`src/rtl/hazard_ctrl.sv`:
```
// Hazard/sequencing control for the 5-stage pipeline: load-use stalls,
// taken-branch flushes, multi-cycle op freeze. Optional: HAZ_PERF_CNT_EN.
module hazard_ctrl #(
  parameter int LOAD_STALL = 1,
  parameter int MD_CYCLES  = 4,
  parameter int CNT_W      = 4
) (
  input  logic             clk,
  input  logic             rst,
  input  logic [4:0]       rs_ID,
  input  logic [4:0]       rt_ID,
  input  logic             uses_rs_ID,
  input  logic             uses_rt_ID,
  input  logic [4:0]       rt_IDEX,
  input  logic             MemtoReg_IDEX,
  input  logic             branch_taken_EX,
  input  logic             md_start_ID,
  output logic             stall_PC,
  output logic             stall_IFID,
  output logic             flush_IFID,
  output logic             flush_IDEX,
  output logic             md_busy,
  output logic [CNT_W-1:0] md_cnt
`ifdef HAZ_PERF_CNT_EN
  ,
  output logic [31:0]      stall_cycles,
  output logic [31:0]      flush_events
`endif
);

  typedef enum logic [1:0] {
    RUN,
    LD_STALL,
    BR_FLUSH,
    MD_WAIT
  } state_t;

  localparam logic [CNT_W-1:0] LS_INIT = CNT_W'(LOAD_STALL - 1);
  localparam logic [CNT_W-1:0] MD_INIT = CNT_W'(MD_CYCLES - 1);
  localparam logic [CNT_W-1:0] ONE     = CNT_W'(1);

  state_t           state_q, state_d;
  logic [CNT_W-1:0] cnt_q, cnt_d;
  logic             load_use;
  logic             rs_hit, rt_hit;

  assign rs_hit   = uses_rs_ID && (rs_ID == rt_IDEX);
  assign rt_hit   = uses_rt_ID && (rt_ID == rt_IDEX);
  assign load_use = MemtoReg_IDEX && (rt_IDEX != 5'd0)
                    && (rs_hit || rt_hit);

  always_ff @(negedge clk or negedge rst) begin
    if (!rst) begin
      state_q <= RUN;
      cnt_q   <= '0;
    end else begin
      state_q <= state_d;
      cnt_q   <= cnt_d;
    end
  end

  always_comb begin
    state_d    = state_q;
    cnt_d      = cnt_q;
    stall_PC   = 1'b0;
    stall_IFID = 1'b0;
    flush_IFID = 1'b0;
    flush_IDEX = 1'b0;
    md_busy    = 1'b0;
    unique case (state_q)
      RUN: begin
        if (branch_taken_EX) begin
          flush_IFID = 1'b1;
          flush_IDEX = 1'b1;
          state_d    = BR_FLUSH;
        end else if (load_use) begin
          stall_PC   = 1'b1;
          stall_IFID = 1'b1;
          flush_IDEX = 1'b1;
          if (LOAD_STALL > 1) begin
            state_d = LD_STALL;
            cnt_d   = LS_INIT;
          end
        end else if (md_start_ID) begin
          state_d = MD_WAIT;
          cnt_d   = MD_INIT;
        end
      end
      LD_STALL: begin
        stall_PC   = 1'b1;
        stall_IFID = 1'b1;
        flush_IDEX = 1'b1;
        if (cnt_q <= ONE) begin
          state_d = RUN;
          cnt_d   = '0;
        end else begin
          cnt_d = cnt_q - ONE;
        end
      end
      BR_FLUSH: begin
        state_d = RUN;
        cnt_d   = '0;
      end
      MD_WAIT: begin
        stall_PC   = 1'b1;
        stall_IFID = 1'b1;
        flush_IDEX = 1'b1;
        md_busy    = 1'b1;
        if (cnt_q <= ONE) begin
          state_d = RUN;
          cnt_d   = '0;
        end else begin
          cnt_d = cnt_q - ONE;
        end
      end
      default: begin
        state_d = RUN;
        cnt_d   = '0;
      end
    endcase
    // Reset drains both front-end registers regardless of state
    if (!rst) begin
      stall_PC   = 1'b0;
      stall_IFID = 1'b0;
      flush_IFID = 1'b1;
      flush_IDEX = 1'b1;
      md_busy    = 1'b0;
    end
  end

  assign md_cnt = cnt_q;

`ifdef HAZ_PERF_CNT_EN
  logic [31:0] stall_cycles_q, flush_events_q;

  always_ff @(negedge clk or negedge rst) begin
    if (!rst) begin
      stall_cycles_q <= '0;
      flush_events_q <= '0;
    end else begin
      if (stall_PC && (stall_cycles_q != 32'hFFFF_FFFF))
        stall_cycles_q <= stall_cycles_q + 32'd1;
      if ((state_q == RUN) && branch_taken_EX
          && (flush_events_q != 32'hFFFF_FFFF))
        flush_events_q <= flush_events_q + 32'd1;
    end
  end

  assign stall_cycles = stall_cycles_q;
  assign flush_events = flush_events_q;
`endif

endmodule

```
`config.mk`:
```
export PLATFORM = sky130hd
export DESIGN_NAME = hazard_ctrl
export DESIGN_NICKNAME = d
export VERILOG_FILES = /design/src/rtl/hazard_ctrl.sv
export SDC_FILE = /design/constraint.sdc
export NUM_CORES = 1
export LEC_CHECK = 0
export CELL_PAD_IN_SITES_DETAIL_PLACEMENT = 0
export CELL_PAD_IN_SITES_GLOBAL_PLACEMENT = 1
export CORE_AREA = 2 2 51 48
export CTS_CLUSTER_DIAMETER = 100
export CTS_CLUSTER_SIZE = 28
export DETAILED_ROUTE_END_ITERATION = 12
export DIE_AREA = 0 0 53 50
export PLACE_DENSITY_LB_ADDON = 0.05
export SYNTH_ARGS = -nofsm -noshare
export SYNTH_HDL_FRONTEND = slang
export SYNTH_SLANG_ARGS = --single-unit
export TNS_END_PERCENT = 30
```
`constraint.sdc`:
```
create_clock -name clk -period 2.7 [get_ports clk]
set_clock_uncertainty 0.1 [all_clocks]
set_input_delay 0.27 -clock clk [delete_from_list [all_inputs] [get_ports clk]]
set_output_delay 0.27 -clock clk [all_outputs]
set_load 0.1 [all_outputs]
```
==> results of run 1 <==
-- cell families (layout without fill, tap and decap cells) --
| group | Yosys count | in the layout | synth area share, % |
|---|---|---|---|
| AND/OR/NAND/NOR | 24 | 24 | 20.9 |
| AO/OA/AOI/OAI | 16 | 16 | 22.5 |
| XOR/XNOR | 11 | 11 | 17.7 |
| flip-flops | 6 | 6 | 27.6 |
| buffers and inverters | 6 | 47 | 4.83 |
| adder cells (fa/ha/maj) | 2 | 2 | 4.60 |
| multiplexers | 1 | 1 | 1.84 |
-- worst max-delay path, cell delays in order (launching register included) --
cell and delay [ns]:
dfrtn_1 0.38, nor2_1 0.10, nand2_1 0.09, o21ai_4 0.22
buf_12 0.20
-- layout make-up --
| type | count | area (um^2) |
|---|---|---|
| clock buffer | 3 | 22.5 |
| tap | 27 | 33.8 |
| timing repair buffer | 39 | 427 |
| inverter | 5 | 18.8 |
| multi-input combinational | 54 | 412 |
| sequential | 6 | 150 |
| fill | 221 | 1040 |
-- sequential cells by signal, indices dropped and copies added, names as in the netlist --
register and count:
state_q 2, md_cnt 4
-- per-stage QoR --
stage,instance area (um^2),power [mW],utilization [%],instances
final,1060,1.04,50.6,134
after floorplan,556,0.636,-,66
after detailed placement,1030,0.945,49.1,130
after global placement,1030,0.941,49.1,130
after CTS,1060,1.03,50.2,133
after global routing,1060,1.10,50.6,134
-- per-layer routing --
| metal | part of all wire (%) | track usage, % |
|---|---|---|
| met1 | 49 | 21.3 |
| met2 | 44 | 20.6 |
| met3 | 7.8 | 4.85 |
| met4 | 0 | 2.56 |
| met5 | 0 | 0 |
-- worst paths after layout --
kind                                     endpoint                   start  depth (start not counted)  slack (ns)
hold reg to reg             md_cnt[0]$_DFFE_NN0P_   md_cnt[0]$_DFFE_NN0P_                          2        0.53
hold / removal              md_cnt[0]$_DFFE_NN0P_   md_cnt[0]$_DFFE_NN0P_                          2        0.53
setup reg to reg            md_cnt[1]$_DFFE_NN0P_   md_cnt[0]$_DFFE_NN0P_                          5        0.72
max in group asynchronous   md_cnt[1]$_DFFE_NN0P_                     rst                          1        0.61
setup / recovery                       stall_IFID  state_q[1]$_DFFE_NN0P_                          4       -0.28
min in group asynchronous  state_q[1]$_DFFE_NN0P_                     rst                          1        1.51
-- report_power, final --
| group | switching (mW) | internal, mW |
|---|---|---|
| Combinational | 0.448 | 0.316 |
| Sequential | 0.0609 | 0.129 |
| Clock | 0.0354 | 0.0505 |
| Total | 0.544 | 0.495 |
-- timing repair --
item / 4_1_cts / 5_1_grt
buffers inserted: 1 / 1
resized for setup: 49 / 0
setup endpoints to repair: 14 / 14
pin swaps: 20 / 3
-- cell usage in the layout, fill, tap and decap left out --
cell	instances
nand2_1	9
mux2i_1	1
nand4_1	2
nand2_2	1
nor3_1	2
buf_12	9
a21oi_1	1
nor4_1	1
nor2_1	4
dfrtn_1	6
and3_1	1
clkdlybuf4s15_1	7
nor2b_1	1
inv_1	5
dlygate4sd2_1	4
buf_2	6
or3_1	1
o22ai_2	1
nand2_4	1
o21ai_4	1
clkbuf_4	3
a21bo_2	1
o211ai_1	1
buf_6	1
nand3_2	1
o21ai_0	3
a21o_2	2
o31ai_1	1
a311oi_2	1
buf_4	8
a31o_1	1
a31oi_1	1
ha_1	2
xnor2_2	3
xnor2_1	8
clkdlybuf4s50_1	4
o22ai_1	2
==> results_dict.tcl, run 1 <==
set metrics [dict create \
    vias 595 \
    num-nets-final 133 \
    numCtsBuffers 3 \
    status "finished, violations left" \
    ys_seq_area_share_pct 27.6 \
    netlist_instances 66 \
    critPathLaunchType "flop" \
    grt_pass1_wl_um 2790 \
    pin_count 31 \
    detail-route-antenna-nets 0 \
    grt_overflow 0 \
    synth_edf_count 0 \
    ys_types 26 \
    routedWlPerCell_um 12.1 \
    synth_seq_cells 6 \
    ctsHoldBuffers 0 \
    fin_tns_setup_ns -1.31 \
    avgSynthCellArea_um2 8.25 \
    synth_top_area_cell "dfrtn_1" \
    place.gp.congestion 0.712 \
    via_per_inst 4.44 \
    drcViolationCount 0 \
    violations "setup timing" \
    drv_slew 0 \
    start_util_pct 25.9 \
    htree_levels 1 \
    cp-end-kind "primary output" \
    max-slew-margin-rel_pct 55.6 \
    dp_slack_ns -0.626 \
    cp.arrival_ns 2.61 \
    cts_buffer_depth 2 \
    cts_root_buf "clkbuf_4" \
    hp-class "reg -> reg" \
    hold_slack_ns 0.531 \
    cts_sinks 6 \
    num_antenna_cells 0 \
    antenna_found_initial 0 \
    cp_max_fo 5 \
    area_growth_pct 95.4 \
    required_ns 2.33 \
    grt_pass1_vias 619 \
    rsz0062_at_grt "true" \
    first_pass_iters 4 \
    drv_cap 0 \
    totalWireLength_um 1630 \
    finalHoldViolCount 0 \
    core_area_mm2 0.00210 \
    yosys.area.top_type_share_pct 27.6 \
    dp_hpwl_um 1280 \
    clkTransAtPathRegs_ns 0.04 \
    vdd.ir_drop.worst_mv 0.631 \
    grt_max_degree 12 \
    port-buffer-count 30 \
    synth_top_flop_cell "dfrtn_1" \
    setup_viol 8 \
    netlist_area_um2 544 \
    worst_pin_slew_ns 0.660 \
    die_w_um 53 \
    synthTopCellsByCount "11 x nand2_1, 11 x xnor2_1, 6 x dfrtn_1, 5 x inv_1" \
    yosys-top-cells-area "dfrtn_1 28%, xnor2_1 18%, nand2_1 7.6%" \
    fp.dieArea_mm2 0.00265 \
    async_flop_share_pct 100 \
    p_leak_nw 0.473 \
    fin_ws_ns -0.278 \
    die_h_um 50 \
    yosys_warnings 0 \
    std_cell_rows 16 \
    syn_nets 90 \
    grt_usage_pct 14.5 \
    drtIter0Drc 9 \
    p_per_area_mw_per_mm2 978 \
    worstSetupPathType "reg -> out" \
    drive_gt1_share_pct 36.4 \
    clk_latency_ns 0.26 \
    cts_tree "done" \
]
Note: power is estimated with default switching activity, not from simulation.
==> run 2, diff against run 1 <==
--- a/config.mk
+++ b/config.mk
@@ -7,12 +7,14 @@
 export LEC_CHECK = 0
 export CELL_PAD_IN_SITES_DETAIL_PLACEMENT = 0
 export CELL_PAD_IN_SITES_GLOBAL_PLACEMENT = 1
-export CORE_AREA = 2 2 51 48
+export CORE_AREA = 2 2 40 42
 export CTS_CLUSTER_DIAMETER = 100
 export CTS_CLUSTER_SIZE = 28
 export DETAILED_ROUTE_END_ITERATION = 12
-export DIE_AREA = 0 0 53 50
+export DIE_AREA = 0 0 42 44
+export DONT_BUFFER_PORTS = 1
 export PLACE_DENSITY_LB_ADDON = 0.05
+export SLEW_MARGIN = 20
 export SYNTH_ARGS = -nofsm -noshare
 export SYNTH_HDL_FRONTEND = slang
 export SYNTH_SLANG_ARGS = --single-unit
==> run 2 against run 1 <==
  * Worst hold slack got worse by 0.015 ns
  * Worst setup slack better by 0.023 ns
  * Largest power group unchanged
  * Global-route usage is 0.60 points higher
  * Utilization is 6.7 points higher
  * The flow still finishes with violations (setup timing)
  * Power decreased by 4.9%
  * Highest routed layer unchanged
  * Via count fell by 6.2%
  * Final cell count down 26%
  * Design area is 24% lower
==> results_dict.tcl, run 2 (synthesis results as in run 1) <==
set metrics [dict create \
    status "finished, violations left" \
    violations "setup timing" \
    crit_buf_inv 1 \
    vdd.ir_drop.worst_mv 0.707 \
    r2r-start "md_cnt[1]$_DFFE_NN0P_" \
    cts_tree "done" \
    cp.arrival_ns 2.59 \
    die_w_um 42 \
    drive_gt1_share_pct 31.3 \
    placed_cells_incl_taps 93 \
    first_pass_iters 4 \
    clk_latency_ns 0.26 \
    grt_util_met1_pct 18.5 \
    largest_reg_flops 4 \
    clkTransAtPathRegs_ns 0.04 \
    place_area_um2 766 \
    port-buffer-count 0 \
    place.gp.congestion 0.777 \
    via_per_inst 5.64 \
    crit_chain "nor2_1, nand2_1, o21ai_4, buf_12" \
    num_antenna_cells 0 \
    num-nets-final 109 \
    ctsHoldBuffers 0 \
    p_per_area_mw_per_mm2 1220 \
    setup.worst_path.start "state_q[1]$_DFFE_NN0P_" \
    final_cell_mix "11 x xnor2_1, 10 x nand2_1, 7 x buf_12, 7 x buf_4, 6 x dfrtn_1" \
    drv_slew 0 \
    setup_viol 5 \
    htree_levels 1 \
    vias 558 \
    fp.dieArea_mm2 0.00185 \
    cp-end-kind "primary output" \
    routedWlPerCell_um 13.3 \
    grt_max_degree 12 \
    grt_usage_pct 15.1 \
    finalNonFillerCells 99 \
    grt_pass1_vias 473 \
    std_cell_rows 14 \
    cts_sinks 6 \
    finalPower_uw 989 \
    numCtsBuffers 3 \
    drtIter0Drc 11 \
    p_leak_nw 0.344 \
    final_cell_area_um2 813 \
    grt_pass1_wl_um 2080 \
    area_growth_pct 49.4 \
    critPathLaunchType "flop" \
    cts_root_buf "clkbuf_4" \
    worstSetupPathType "reg -> out" \
    pin_count 31 \
    layout_commonest_cell "xnor2_1" \
    worst_pin_slew_ns 0.653 \
    crit_family "flip-flops" \
    drv_cap 0 \
    finalHoldViolCount 0 \
    cp_max_fo 5 \
    max-slew-margin-rel_pct 56.1 \
    antenna_found_initial 0 \
    detail-route-antenna-nets 0 \
    hold_start "md_cnt[3]$_DFFE_NN0P_" \
    dp_hpwl_um 1060 \
    rsz0062_at_grt "true" \
    busiest_layer "met2" \
    hp-class "reg -> reg" \
    met3_usage_pct 5.42 \
    grt_overflow 0 \
    fin_ws_ns -0.255 \
    cts_buffer_depth 2 \
    die_h_um 44 \
    cp_slowest_cell "dfrtn_1" \
    max_stage_delay_ns 0.38 \
    core_area_mm2 0.00142 \
    dp_slack_ns -0.0881 \
    fin_tns_setup_ns -1.05 \
    start_util_pct 38.4 \
    required_ns 2.33 \
    met2_usage_pct 23.4 \
    drcViolationCount 0 \
    totalWireLength_um 1310 \
]
run 2: metal layers:
| layer | part of all wire (%) | up-vias |
|---|---|---|
| li1 | - | 266 |
| met2 | 52 | 23 |
| met5 | 0 | - |
| met4 | 0 | 0 |
| met1 | 40 | 269 |
| met3 | 7.5 | 0 |
run 2: final timing paths:
path	to	slack, ns	cells after the start
max	stall_PC	-0.26	4
min	md_cnt[3]$_DFFE_NN0P_	0.52	2
max reg2reg	md_cnt[1]$_DFFE_NN0P_	0.66	7
min reg2reg	md_cnt[3]$_DFFE_NN0P_	0.52	2
max in group asynchronous	md_cnt[1]$_DFFE_NN0P_	1.55	0
min in group asynchronous	state_q[0]$_DFFE_NN0P_	0.84	0
run 2: what timing repair did:
item / CTS / global route
cloned: 0 / 0
pin swaps: 4 / 0
endpoints found under the setup margin: 6 / 7
setup buffers: 3 / 0
resized for setup: 1 / 0
endpoints found under the hold margin: 0 / 0
run 2: tightest hold or removal path, cell delays in order (launching register included):
cell and delay, ns:
dfrtn_1 0.51, nand2_1 0.07, o22ai_1 0.10
run 2: per-stage QoR:
| stage | utilization (%) | hold WS, ns |
|---|---|---|
| 6_report | 57.3 | 0.516 |
| 5_1_grt | 57.3 | 0.575 |
| 4_1_cts | 57.3 | 0.520 |
| 3_5_place_dp | 54.0 | 0.519 |
| 3_3_place_gp | 54.0 | 0.508 |
| 2_1_floorplan | - | 0.504 |
run 2: layout make-up:
cell class | instances | area [um^2]
fill | 133 | 606
multi-input combinational | 54 | 382
timing repair buffer | 15 | 220
sequential | 6 | 150
clock buffer | 3 | 22.5
tap | 16 | 20.0
inverter | 5 | 18.8
run 2: power breakdown:
group / leakage [nW] / internal (mW) / switching [mW] / total, mW
clock network: 0.0138 / 0.0504 / 0.0339 / 0.0843
logic: 0.252 / 0.292 / 0.436 / 0.727
registers: 0.0783 / 0.130 / 0.0474 / 0.177
==> run 3, diff against run 2 <==
--- a/config.mk
+++ b/config.mk
@@ -7,11 +7,11 @@
 export LEC_CHECK = 0
 export CELL_PAD_IN_SITES_DETAIL_PLACEMENT = 0
 export CELL_PAD_IN_SITES_GLOBAL_PLACEMENT = 1
-export CORE_AREA = 2 2 40 42
+export CORE_AREA = 2 2 44 42
 export CTS_CLUSTER_DIAMETER = 100
 export CTS_CLUSTER_SIZE = 28
 export DETAILED_ROUTE_END_ITERATION = 12
-export DIE_AREA = 0 0 42 44
+export DIE_AREA = 0 0 46 44
 export DONT_BUFFER_PORTS = 1
 export PLACE_DENSITY_LB_ADDON = 0.05
 export SLEW_MARGIN = 20
==> constraint.sdc (replaced) <==
create_clock -name clk -period 2.6 [get_ports clk]
set_clock_uncertainty 0.1 [all_clocks]
set_input_delay 0.26 -clock clk [delete_from_list [all_inputs] [get_ports clk]]
set_output_delay 0.26 -clock clk [all_outputs]
set_load 0.1 [all_outputs]
==> run 3 against run 2 <==
  * The flow still finishes with violations (setup timing)
  * Non-clock buffer count grew 3
  * Worst hold slack improved by 0.0067 ns
  * Register-to-register slack got worse by 0.05 ns
  * Clock power up 3.1%
  * Power is 4.5% higher
  * Largest cell class unchanged
==> results_dict.tcl, run 3 (synthesis results as in run 1) <==
set metrics [dict create \
    status "finished, violations left" \
    violations "setup timing" \
    detail-route-antenna-nets 0 \
    routedWlPerCell_um 13.5 \
    cp_max_fo 5 \
    drv_cap 0 \
    cts_tree "done" \
    hp-class "reg -> reg" \
    clockPowerShare_pct 8.4 \
    finalHoldViolCount 0 \
    required_ns 2.24 \
    place.gp.congestion 0.745 \
    grt_pass1_wl_um 2280 \
    htree_levels 1 \
    die_h_um 44 \
    drv_slew 0 \
    power_frac_comb_pct 74.0 \
    std_cell_rows 14 \
    port-buffer-count 0 \
    numCtsBuffers 3 \
    drcViolationCount 0 \
    start_util_pct 34.5 \
    grt_overflow 0 \
    finalNonFillerCells 102 \
    critPathLaunchType "flop" \
    rsz0062_at_grt "true" \
    r2r_slack_ns 0.61 \
    num-nets-final 112 \
    p_per_area_mw_per_mm2 1240 \
    grt_usage_pct 16.4 \
    cp.arrival_ns 2.55 \
    num_antenna_cells 0 \
    placed_cells_incl_taps 97 \
    dp_slack_ns -0.153 \
    seqPwrFrac_pct 17.6 \
    first_pass_iters 3 \
    vias 529 \
    antenna_found_initial 0 \
    dp_hpwl_um 1100 \
    drive_gt1_share_pct 32.6 \
    ctsHoldBuffers 0 \
    max-slew-margin-rel_pct 57.4 \
    power.internal_uw 499 \
    clk_latency_ns 0.26 \
    totalWireLength_um 1370 \
    fin_tns_setup_ns -1.40 \
    fp.dieArea_mm2 0.00202 \
    largest_reg_flops 4 \
    setup_viol 6 \
    via_per_inst 5.19 \
    area_growth_pct 52.6 \
    cts_buffer_depth 2 \
    clkTransAtPathRegs_ns 0.04 \
    swShare_pct 51.7 \
    die_w_um 46 \
    p_leak_nw 0.360 \
    fin_ws_ns -0.313 \
    netSwitchingPower_uw 534 \
    cts_root_buf "clkbuf_4" \
    grt_pass1_vias 554 \
    drtIter0Drc 7 \
    final_cell_mix "11 x nand2_1, 11 x xnor2_1, 10 x buf_4, 7 x buf_12, 6 x dfrtn_1" \
    grt_max_degree 12 \
    worst_pin_slew_ns 0.633 \
    cp-end-kind "primary output" \
    core_area_mm2 0.00158 \
    vdd.ir_drop.worst_mv 0.698 \
    worstSetupPathType "reg -> out" \
    nFillCells 139 \
    pin_count 31 \
    cts_sinks 6 \
]
run 3: power by group through the flow:
stage,clock (mW),sequential [mW],combinational (mW)
detailed placement,0,0.187,0.744
floorplan,0,0.345,0.316
CTS,0.0928,0.181,0.771
global route,0.0976,0.189,0.817
finish,0.0869,0.182,0.764
global placement,0,0.187,0.746
run 3: worst paths after layout:
check | startpoint | endpoint | cells past startpoint
min reg2reg | md_cnt[3]$_DFFE_NN0P_ | md_cnt[3]$_DFFE_NN0P_ | 2
max | state_q[1]$_DFFE_NN0P_ | stall_PC | 4
min in group asynchronous | rst | state_q[1]$_DFFE_NN0P_ | 0
max in group asynchronous | rst | md_cnt[2]$_DFFE_NN0P_ | 0
max reg2reg | md_cnt[1]$_DFFE_NN0P_ | md_cnt[1]$_DFFE_NN0P_ | 7
min | md_cnt[3]$_DFFE_NN0P_ | md_cnt[3]$_DFFE_NN0P_ | 2
run 3: critical path: stages (launching register included):
cell and delay (ns):
dfrtn_1 0.39, nor2_1 0.10, nand2_1 0.08, o21ai_4 0.15
buf_12 0.26
run 3: repair_timing:
| item | CTS | global route |
|---|---|---|
| endpoints found under the hold margin | 0 | 0 |
| endpoints found under the setup margin | 6 | 6 |
| buffers inserted | 2 | 0 |
| resized for setup | 0 | 0 |
| pin swaps | 1 | 0 |
run 3: per-stage QoR:
| step | total power, mW | util (%) | hold WS, ns | instance area, um^2 |
|---|---|---|---|---|
| after CTS | 1.05 | 52.7 | 0.530 | 831 |
| after detailed placement | 0.932 | 50.3 | 0.527 | 793 |
| final | 1.03 | 52.7 | 0.523 | 831 |
| after global routing | 1.10 | 52.7 | 0.571 | 831 |
| after global placement | 0.933 | 50.3 | 0.512 | 793 |
| after floorplan | 0.661 | - | 0.504 | 556 |
run 3: area by class of cell:
cell class | count | area (um^2) | share of cell area, %
well taps | 16 | 20.0 | 2.41
clock buffers | 3 | 22.5 | 2.71
repair buffers | 18 | 240 | 28.9
inverters | 5 | 18.8 | 2.26
flip-flops and latches | 6 | 150 | 18.1
multi-input cells | 54 | 379 | 45.6
run 3: metal layers:
layer	vias up	wire [um]	track usage [%]	share of wire [%]
li1	274	-	-	-
met1	237	657	20.8	48
met2	16	616	23.3	45
met3	2	87	5.83	6.3
met4	0	11	10.3	0.80
met5	-	0	0	0
